File: src/rtl/vga_sync_receiver.sv
// vga_sync_receiver: VGA timing monitor (coordinates, line/frame measurement, lock).
// Optional VGA_RX_CRC_EN adds a CRC-16-CCITT over each frame's active pixels.
module vga_sync_receiver #(
  parameter int H_TOTAL     = 800,
  parameter int H_ACTIVE    = 640,
  parameter int V_TOTAL     = 525,
  parameter int V_ACTIVE    = 480,
  parameter int LOCK_FRAMES = 2
) (
  input  logic        Clk,
  input  logic        Reset_n,
  input  logic        pix_ce,
  input  logic        hs_n,
  input  logic        vs_n,
  input  logic        blank_n,
  input  logic [23:0] rgb,
  output logic [9:0]  rx_x,
  output logic [9:0]  rx_y,
  output logic        rx_valid,
  output logic        frame_start,
  output logic        locked,
  output logic [10:0] line_len,
  output logic [9:0]  frame_lines,
  output logic        err,
  output logic [15:0] frame_crc
);

  typedef enum logic [1:0] {
    SEARCH,
    ALIGN,
    TRACK,
    LOCK
  } state_t;

  state_t      state;
  logic        hs_p;
  logic        vs_p;
  logic        bl_p;
  logic [10:0] x;
  logic [10:0] lcnt;
  logic [9:0]  y;
  logic [9:0]  fcnt;
  logic [7:0]  good;
  logic        hs_f;
  logic        vs_f;
  logic        bl_f;
  logic        trk;
  logic        run_bad;
  logic        line_bad;
  logic        frm_bad;
  logic        bad;

  assign hs_f = pix_ce & hs_p & ~hs_n;
  assign vs_f = pix_ce & vs_p & ~vs_n;
  assign bl_f = pix_ce & bl_p & ~blank_n;
  assign trk  = (state == TRACK) | (state == LOCK);

  // An active run must be exactly H_ACTIVE: too long trips on the
  // extra pixel, too short trips when blank_n falls.
  assign run_bad = pix_ce & (blank_n ? (x >= 11'(H_ACTIVE))
                                     : (bl_p & (x != 11'(H_ACTIVE))));
  assign line_bad = hs_f & (lcnt != 11'(H_TOTAL));
  assign frm_bad  = vs_f & ((fcnt != 10'(V_TOTAL)) |
                            (y != 10'(V_ACTIVE)));
  assign bad = trk & (run_bad | line_bad | frm_bad);

  always_ff @(posedge Clk or negedge Reset_n) begin
    if (!Reset_n) begin
      hs_p        <= 1'b1;
      vs_p        <= 1'b1;
      bl_p        <= 1'b1;
      x           <= '0;
      y           <= '0;
      lcnt        <= '0;
      fcnt        <= '0;
      rx_x        <= '0;
      rx_y        <= '0;
      rx_valid    <= 1'b0;
      frame_start <= 1'b0;
      line_len    <= '0;
      frame_lines <= '0;
    end else begin
      frame_start <= vs_f;
      rx_valid    <= pix_ce & blank_n & trk;
      if (pix_ce) begin
        hs_p <= hs_n;
        vs_p <= vs_n;
        bl_p <= blank_n;
        if (blank_n) begin
          rx_x <= x[9:0];
          rx_y <= y;
          if (x != 11'h7FF) x <= x + 11'd1;
        end else begin
          x <= '0;
        end
        if (vs_f) y <= '0;
        else if (bl_f && y != 10'h3FF) y <= y + 10'd1;
        if (hs_f) begin
          line_len <= lcnt;
          lcnt     <= 11'd1;
        end else if (lcnt != 11'h7FF) begin
          lcnt <= lcnt + 11'd1;
        end
        // A coincident hs fall opens the new frame as its first line.
        if (vs_f) begin
          frame_lines <= fcnt;
          fcnt        <= {9'd0, hs_f};
        end else if (hs_f && fcnt != 10'h3FF) begin
          fcnt <= fcnt + 10'd1;
        end
      end
    end
  end

  always_ff @(posedge Clk or negedge Reset_n) begin
    if (!Reset_n) begin
      state  <= SEARCH;
      good   <= '0;
      locked <= 1'b0;
      err    <= 1'b0;
    end else if (bad) begin
      state  <= SEARCH;
      good   <= '0;
      locked <= 1'b0;
      err    <= 1'b1;
    end else begin
      unique case (state)
        SEARCH: if (vs_f) state <= ALIGN;
        ALIGN:  if (hs_f) state <= TRACK;
        TRACK: begin
          if (vs_f) begin
            good <= good + 8'd1;
            if (good + 8'd1 >= 8'(LOCK_FRAMES)) begin
              state  <= LOCK;
              locked <= 1'b1;
              err    <= 1'b0;
            end
          end
        end
        LOCK:    if (vs_f) err <= 1'b0;
        default: state <= SEARCH;
      endcase
    end
  end

`ifdef VGA_RX_CRC_EN
  logic [15:0] crc;

  function automatic logic [15:0] crc_px(
    input logic [15:0] c,
    input logic [23:0] d
  );
    logic [15:0] r;
    r = c;
    for (int i = 23; i >= 0; i--) begin
      r = {r[14:0], 1'b0} ^ ((r[15] ^ d[i]) ? 16'h1021 : 16'h0000);
    end
    return r;
  endfunction

  always_ff @(posedge Clk or negedge Reset_n) begin
    if (!Reset_n) begin
      crc       <= 16'hFFFF;
      frame_crc <= '0;
    end else if (vs_f) begin
      frame_crc <= crc;
      crc       <= 16'hFFFF;
    end else if (pix_ce & blank_n) begin
      crc <= crc_px(crc, rgb);
    end
  end
`else
  logic unused_rgb;

  assign unused_rgb = ^rgb;
  assign frame_crc  = 16'h0000;
`endif

endmodule

File: config.mk
export PLATFORM = sky130hd
export DESIGN_NAME = vga_sync_receiver
export DESIGN_NICKNAME = d
export VERILOG_FILES = /design/src/rtl/vga_sync_receiver.sv
export SDC_FILE = /design/constraint.sdc
export NUM_CORES = 1
export LEC_CHECK = 0
export ABC_AREA = 0
export CAP_MARGIN = 40
export CORE_MARGIN = 3
export CORE_UTILIZATION = 47
export CTS_CLUSTER_DIAMETER = 40
export CTS_CLUSTER_SIZE = 10
export DETAILED_ROUTE_END_ITERATION = 16
export GPL_TIMING_DRIVEN = 0
export PLACE_DENSITY = 0.76
export SKIP_CTS_REPAIR_TIMING = 1
export SLEW_MARGIN = 20
export SYNTH_ARGS = -nofsm -noshare
export SYNTH_HDL_FRONTEND = slang
export SYNTH_SLANG_ARGS = --single-unit
File: constraint.sdc
create_clock -name Clk -period 2.2 [get_ports Clk]
set_input_delay 0.44 -clock Clk [delete_from_list [all_inputs] [get_ports Clk]]
set_output_delay 0.44 -clock Clk [all_outputs]
set_load 0.005 [all_outputs]
==> flow_summary.yaml, run 1 <==
sta:
  min_period_ns: 2.35
  fmax_mhz: 425
  min_period_over_period: 1.07
  worst_pin_slew_ns: 0.621
  slew_viol_final: 0
  skew_ns: 0.00914
  fin_hold_ws_ns: 0.00440
  grt_setup_unrepaired: "true"
  worst_slack_ns: -0.153
  setup_viol: 3
  relSlewSlack: 0.586
  hold_violations: 0
synthesis:
  synth-seq-cells: 100
  netlist_area_um2: 4930
  syn_inst: 500
  avgSynthCellArea_um2: 9.86
  synth_warnings: 0
  ys_types: 63
  ys.flop_type: "dfrtp_1"
  synth_edf_count: 0
  async_flop_share: 1.00
  yosysSeqAreaShare: 0.509
cts:
  cts_root_buf: "clkbuf_8"
  clockBufferDepth: 2
  cts_num_sinks: 100
  clkLatencyLatePin_ns: 0.35
  h-tree-depth: 3
  cts_tree: "yes"
  cts-buffers-inserted: 9
  clkSlewWorstSetupHoldPaths_ns: 0.10
critical_path:
  cp_data_arrival_time_ns: 2.58
  cpPeakStageDelay_ns: 0.45
  slowest_stage: "dfrtp_2"
  crit_required_ns: 2.43
  critPathKind: "reg -> reg"
  worst_setup_path_end_kind: "flip-flop"
  critPathLaunchType: "flip-flop"
  critPathBufInv: 2
  path_cells: "ha_4 > buf_4 > buf_4 > nor4_1 > a21oi_1 > a2111oi_4 > a2bb2oi_2 > mux2i_1 > a21oi_1"
  path_max_fanout: 4
  cp_top_family: "compound AO/OA/AOI/OAI gates"
global_routing:
  top_usage_layer: "met2"
  grt_overflow: 0
  grt_max_degree: 55
  grt_use_total: 0.181
  grt_pass1_wl_um: 17300
  met1_usage: 0.272
  grt_pass1_vias: 3531
  antenna_found_initial: 0
  met2_usage: 0.273
  use_met3: 0.0299
floorplanning:
  start_util: 0.493
  num_io_pins: 91
  core_area_um2: 10000
  num_rows: 36
  die_area_um2: 11800
  fp.dieW_um: 108
  die_y_um: 108
power:
  p_leak_nw: 2.82
  switchingPower_mw: 1.26
  power.density_nw_per_um2: 720
  ir_drop_mv: 0.401
  power_frac_clock: 0.290
  switching_share: 0.289
  total_power_mw: 4.37
  seq_power_share: 0.501
  pwr-share-comb: 0.209
  internal-power_mw: 3.11
cells_and_area:
  drive_gt1_frac: 0.144
  syn_to_final_growth_pct: 23.1
  multiInputGateArea_um2: 2300
  most-common-layout-cells: "dfrtp_1 (94), nand2_1 (92), clkdlybuf4s50_1 (47)"
  fillers: 866
  mostFrequentLayoutCell: "dfrtp_1"
  nNetsFinal: 631
  register_area_um2: 2510
  diodes: 0
  final_util: 0.607
run_status:
  outcome: "finished with violations"
  violations: "setup timing"
placement:
  gp_congestion: 0.871
  dpl.hpwl_um: 7070
  io_buffers: 49
  pre_cts_ws_ns: -0.642
detailed_routing:
  firstDrtPassIters: 4
  vias: 3827
  drt_wl_total_um: 10200
  route.detailed.drc: 0
  ant_nets: 0
  dr.first_iter.drc_count: 163
  wl_per_cell_um: 14.1
  viasPerCell: 5.28
hold_path:
  hp-class: "in -> async"
job:
  maxCapViolations: 0
state kept, by name, summed over array words and instances (netlist names), 10 cells and up:
register	flops
fcnt	10
x	11
y	10
line_len	11
rx_x	10
lcnt	11
rx_y	10
frame_lines	10
per-stage QoR:
stage | instance area [um^2] | setup TNS [ns] | cells
CTS | 5890 | -1.99 | 714
detailed placement | 5680 | -12.60 | 698
finish | 6070 | -0.348 | 725
global placement | 5650 | -301.15 | 697
floorplan | 4990 | 0 | 515
global route | 6070 | -0.921 | 725
power by group through the flow:
stage | sequential, mW | combinational [mW] | clock, mW
detailed placement | 2.22 | 0.889 | 0
CTS | 2.19 | 0.892 | 1.30
floorplan | 2.19 | 0.519 | 0
global placement | 2.21 | 0.834 | 0
global route | 2.22 | 1.02 | 1.38
finish | 2.19 | 0.913 | 1.27
final timing paths:
kind / startpoint / endpoint / slack [ns] / depth (start not counted)
worst min register to register: frame_lines[9] / frame_lines[9] / 0.48 / 2
worst max register to register: good[0] / state[1] / -0.15 / 9
min in group Clk: frame_lines[9] / frame_lines[9] / 0.48 / 2
max in group asynchronous: Reset_n / good[1] / 1.57 / 2
worst min-delay path: Reset_n / rx_x[4] / 0.004 / 1
worst max-delay path: good[0] / state[1] / -0.15 / 9
Yosys cell counts (12+ instances only):
cell type,instances,area share
inv_1,15,0.011
ha_1,14,0.036
a21oi_1,13,0.013
nand4_1,14,0.018
o21ai_0,29,0.029
dfrtp_1,97,0.49
nand2_1,92,0.070
mux2_2,17,0.039
nand3_1,18,0.018
xor2_1,20,0.036
clkbuf_1,12,0.0091
buf_4,16,0.024
nor2_1,44,0.034
metal layers:
metal	wire length [um]	vias to the layer above
li1	-	1872
met1	5020	1848
met2	4660	97
met3	475	10
met4	77	0
met5	0	-
kinds of logic (layout without fill, tap and decap cells):
group / count (synthesis) / in the layout / synth area share
other cells: 1 / 16 / 0.000761
mux: 19 / 19 / 0.0429
compound gates: 77 / 77 / 0.110
fa+ha+maj: 14 / 14 / 0.0355
flops: 100 / 100 / 0.509
xor+xnor: 29 / 29 / 0.0515
buf+inv: 51 / 128 / 0.0528
simple gates: 209 / 209 / 0.198
cell type report:
| type | instances | area share |
|---|---|---|
| sequential | 100 | 0.414 |
| multi-input combinational | 364 | 0.380 |
| timing repair buffer | 62 | 0.102 |
| buffer | 34 | 0.0322 |
| tap | 133 | 0.0274 |
| clock buffer | 10 | 0.0210 |
| clock inverter | 6 | 0.0144 |
| inverter | 16 | 0.00990 |
Power figures use the tool's default switching activity.
==> inputs of run 2 (changes only) <==
SKIP_LAST_GASP = 1   (was unset)
==> run 2 against run 1 <==
The flow still finishes with violations (setup timing). Setup slack worse by 0.0034 ns. Sequential cell count stayed put. Critical path depth stayed put. Critical path type unchanged.
==> flow_summary.yaml, run 2 (synthesis gave the netlist of run 1 again) <==
floorplanning:
  die_area_um2: 11800
  num_rows: 36
  core_area_um2: 10000
  fp.dieW_um: 108
  start_util: 0.493
  num_io_pins: 91
  die_y_um: 108
placement:
  pre_cts_ws_ns: -0.642
  place_area_um2: 5680
  gp_congestion: 0.871
  io_buffers: 49
  dpl.hpwl_um: 7070
cts:
  cts_num_sinks: 100
  cts_tree: "yes"
  clockBufferDepth: 2
  clkSlewWorstSetupHoldPaths_ns: 0.10
  h-tree-depth: 3
  cts-buffers-inserted: 9
  cts_root_buf: "clkbuf_8"
  clkLatencyLatePin_ns: 0.35
hold_path:
  hp-class: "in -> async"
global_routing:
  grt_pass1_wl_um: 17300
  grt_max_degree: 55
  grt_pass1_vias: 3531
  grt_use_total: 0.181
  grt_overflow: 0
  antenna_found_initial: 0
run_status:
  violations: "setup timing"
  outcome: "finished with violations"
cells_and_area:
  final_util: 0.606
  reg_top3: "lcnt x11, line_len x11, x x11"
  most-common-layout-cells: "dfrtp_1 (94), nand2_1 (92), clkdlybuf4s50_1 (47)"
  final_area_um2: 6060
  nNetsFinal: 631
  fillers: 866
  mostFrequentLayoutCell: "dfrtp_1"
  diodes: 0
  syn_to_final_growth_pct: 23.0
  drive_gt1_frac: 0.142
detailed_routing:
  ant_nets: 0
  firstDrtPassIters: 4
  route.detailed.drc: 0
  viasPerCell: 5.25
  dr.first_iter.drc_count: 149
  drt_wl_total_um: 10200
  vias: 3804
  wl_per_cell_um: 14.1
sta:
  min_period_ns: 2.36
  skew_ns: 0.00927
  fin_hold_ws_ns: 0.00600
  grt_setup_unrepaired: "true"
  setup_viol: 3
  fmax_mhz: 424
  min_period_over_period: 1.07
  slew_viol_final: 0
  relSlewSlack: 0.576
  setup_tns_ns: -0.355
  worst_pin_slew_ns: 0.635
  hold_violations: 0
  worst_slack_ns: -0.156
power:
  seq_power_share: 0.501
  power_frac_clock: 0.290
  switching_share: 0.288
  switchingPower_mw: 1.26
  ir_drop_mv: 0.399
  p_leak_nw: 2.82
  power.density_nw_per_um2: 720
  internal-power_mw: 3.11
  pwr-share-comb: 0.209
critical_path:
  worst_setup_path_end_kind: "flip-flop"
  r2r_start: "good[0]"
  critPathLaunchType: "flip-flop"
  slowest_stage: "dfrtp_2"
  cp-startpoint: "good[0]"
  cp_data_arrival_time_ns: 2.58
  crit_required_ns: 2.43
  path_cells: "ha_4 > buf_4 > buf_4 > nor4_1 > a21oi_1 > a2111oi_4 > a2bb2oi_2 > mux2i_1 > a21oi_1"
  critPathKind: "reg -> reg"
  path_max_fanout: 4
  cpPeakStageDelay_ns: 0.45
job:
  maxCapViolations: 0
==> run 2: changes by cell type in the layout (fill, tap and decap cells not counted) <==
| cell | delta |
|---|---|
| a311oi_1 | +1 |
| a311oi_2 | -1 |
==> run 2: power groups by stage <==
stage	sequential, mW	clock, mW	combinational (mW)
after floorplan	2.19	0	0.519
after global placement	2.21	0	0.834
after detailed placement	2.22	0	0.889
after CTS	2.19	1.30	0.892
after global routing	2.22	1.38	1.02
final	2.19	1.27	0.912
==> run 2: critical path: cells and delay by family (launching register included) <==
kind            cells  cell delay [ns]
mux                 1             0.22
flops               1             0.45
buf+inv             2             0.26
simple gates        1             0.35
fa+ha+maj           1             0.18
compound gates      4             0.78
==> run 2: worst paths after layout <==
kind / to / slack (ns) / cells past startpoint
max: state[1] / -0.16 / 9
min: rx_x[4] / 0.006 / 1
max reg2reg: state[1] / -0.16 / 9
min reg2reg: frame_lines[9] / 0.48 / 2
max in group asynchronous: good[1] / 1.57 / 2
min in group Clk: frame_lines[9] / 0.48 / 2
==> run 2: stage by stage <==
step           std cells  total power, mW
5_1_grt              725             4.62
3_3_place_gp         697             3.05
6_report             725             4.37
3_5_place_dp         698             3.11
4_1_cts              714             4.38
2_1_floorplan        515             2.71
==> run 2: metal layers <==
layer,part of all wire,GRT usage,vias up
met3,0.048,0.0299,10
met2,0.45,0.273,94
li1,-,-,1874
met4,0.0075,0.0487,0
met5,0,0,-
met1,0.49,0.272,1826
==> run 2: final cells by class <==
| type | count | area [um^2] | share of cell area |
|---|---|---|---|
| well taps | 133 | 166 | 0.0275 |
| flip-flops and latches | 100 | 2510 | 0.414 |
| repair buffers | 62 | 617 | 0.102 |
| clock buffers | 10 | 128 | 0.0211 |
| plain buffers | 34 | 195 | 0.0322 |
| multi-input cells | 364 | 2300 | 0.379 |
| clock inverters | 6 | 87.6 | 0.0144 |
| inverters | 16 | 60.1 | 0.00991 |
==> inputs of run 3 (changes only) <==
CORE_ASPECT_RATIO = 0.6   (was unset)
CORE_MARGIN = unset   (was 3)
==> run 3 against run 2 <==
The flow still finishes with violations (setup timing). Clock power grew 42%. Cell count is 0.55% higher. Combinational power down 0.4%. Via count increased by 2.9%. Sequential share of layout area decreased by 1.0 points. Die area fell by 7.1%. First-iteration DRC count increased by 54%. Non-clock buffer count grew 2. Wire length is 6.3% higher. Sequential power about the same. Register-to-register slack worse by 0.07 ns. Hold slack improved by 0.47 ns. Critical path type unchanged. Critical endpoint is now state[0]. Highest routed layer unchanged.
==> flow_summary.yaml, run 3 (synthesis gave the netlist of run 1 again) <==
placement:
  place_area_um2: 5680
  pre_cts_ws_ns: -0.620
  gp_congestion: 0.896
  io_buffers: 49
  dpl.hpwl_um: 7650
floorplanning:
  die_y_um: 81.3
  num_io_pins: 91
  core_area_um2: 10000
  start_util: 0.492
  die_area_um2: 10900
  fp.dieW_um: 134
  num_rows: 28
sta:
  grt_setup_unrepaired: "true"
  worst_slack_ns: -0.224
  fmax_mhz: 413
  hold_violations: 0
  min_period_ns: 2.42
  worst_pin_slew_ns: 0.552
  relSlewSlack: 0.629
  min_period_over_period: 1.10
  slew_viol_final: 0
  setup_viol: 4
  skew_ns: 0.00884
  fin_hold_ws_ns: 0.474
detailed_routing:
  drt_wl_total_um: 10900
  viasPerCell: 5.37
  vias: 3916
  dr.first_iter.drc_count: 230
  route.detailed.drc: 0
  ant_nets: 0
  wl_per_cell_um: 14.9
  firstDrtPassIters: 4
global_routing:
  top_usage_layer: "met2"
  use_met3: 0.0512
  antenna_found_initial: 0
  grt_pass1_wl_um: 17800
  met2_usage: 0.333
  grt_max_degree: 69
  grt_use_total: 0.212
  met1_usage: 0.295
  grt_overflow: 0
  grt_pass1_vias: 3646
cells_and_area:
  diodes: 0
  reg_top3: "lcnt x11, line_len x11, x x11"
  final_area_um2: 6210
  drive_gt1_frac: 0.152
  mostFrequentLayoutCell: "dfrtp_1"
  most-common-layout-cells: "dfrtp_1 (95), nand2_1 (92), clkdlybuf4s50_1 (48)"
  nNetsFinal: 633
  syn_to_final_growth_pct: 26.0
critical_path:
  path_cells: "ha_4 > or3_1 > a211o_1 > a2111oi_4 > a2bb2oi_2 > a21boi_2 > o32ai_2"
  cp_data_arrival_time_ns: 2.65
  path_max_fanout: 5
  critPathLaunchType: "flip-flop"
  cpPeakStageDelay_ns: 0.45
  critPathKind: "reg -> reg"
  slowest_stage: "dfrtp_2"
  worst_setup_path_end_kind: "flip-flop"
  cp_top_family: "compound AO/OA/AOI/OAI gates"
  crit_required_ns: 2.43
  critPathBufInv: 0
power:
  pwr-share-comb: 0.185
  p_leak_nw: 2.87
  seq_power_share: 0.448
  internal-power_mw: 3.58
  switchingPower_mw: 1.34
  power_frac_clock: 0.367
  ir_drop_mv: 0.456
  switching_share: 0.272
  power.density_nw_per_um2: 791
cts:
  clockBufferDepth: 2
  clkSlewWorstSetupHoldPaths_ns: 0.07
  cts_tree: "yes"
  h-tree-depth: 3
  cts-buffers-inserted: 9
  clkLatencyLatePin_ns: 0.34
  cts_root_buf: "clkbuf_16"
  cts_num_sinks: 100
job:
  maxCapViolations: 0
run_status:
  violations: "setup timing"
  outcome: "finished with violations"
hold_path:
  hp-class: "reg -> reg"
-- run 3: final timing paths --
kind,from,endpoint,slack [ns],cells after the start
worst max-delay path,good[0],state[0],-0.22,7
worst min-delay path,line_len[7],line_len[7],0.47,2
worst max register to register,good[0],state[0],-0.22,7
worst min register to register,line_len[7],line_len[7],0.47,2
max in group asynchronous,Reset_n,hs_p,1.01,3
min in group asynchronous,Reset_n,rx_y[6],0.54,2
-- run 3: layout make-up --
type	count	area [um^2]
Buffer	34	191
Timing Repair Buffer	64	627
Inverter	16	60.1
Tap cell	135	169
Fill cell	806	3810
Sequential cell	100	2510
Multi-Input combinational cell	364	2310
Clock buffer	9	225
Clock inverter	7	120
-- run 3: power by group through the flow --
stage / registers (mW) / logic, mW / clock network, mW
finish: 2.20 / 0.908 / 1.80
global route: 2.23 / 1.02 / 1.91
CTS: 2.19 / 0.891 / 1.84
detailed placement: 2.23 / 0.886 / 0
global placement: 2.22 / 0.827 / 0
floorplan: 2.19 / 0.519 / 0
-- run 3: per-layer routing --
metal / up-vias / share of wire
met4: 0 / 0.0093
met2: 113 / 0.47
met1: 1918 / 0.47
li1: 1873 / -
met3: 12 / 0.051
met5: - / 0
-- run 3: worst register-to-register path, stage by stage, from the launching register on --
cell and delay [ns]:
dfrtp_2 0.45, ha_4 0.19, or3_1 0.37, a211o_1 0.34
a2111oi_4 0.43, a2bb2oi_2 0.25, a21boi_2 0.21, o32ai_2 0.09
-- run 3: metrics by stage --
step | setup TNS, ns | utilization | total power, mW | std cells
final | -0.608 | 0.620 | 4.91 | 729
after floorplan | 0 | - | 2.71 | 515
after detailed placement | -13.69 | 0.567 | 3.12 | 700
after global routing | -1.08 | 0.620 | 5.16 | 729
after CTS | -2.61 | 0.601 | 4.92 | 716
after global placement | -300.72 | 0.564 | 3.04 | 699
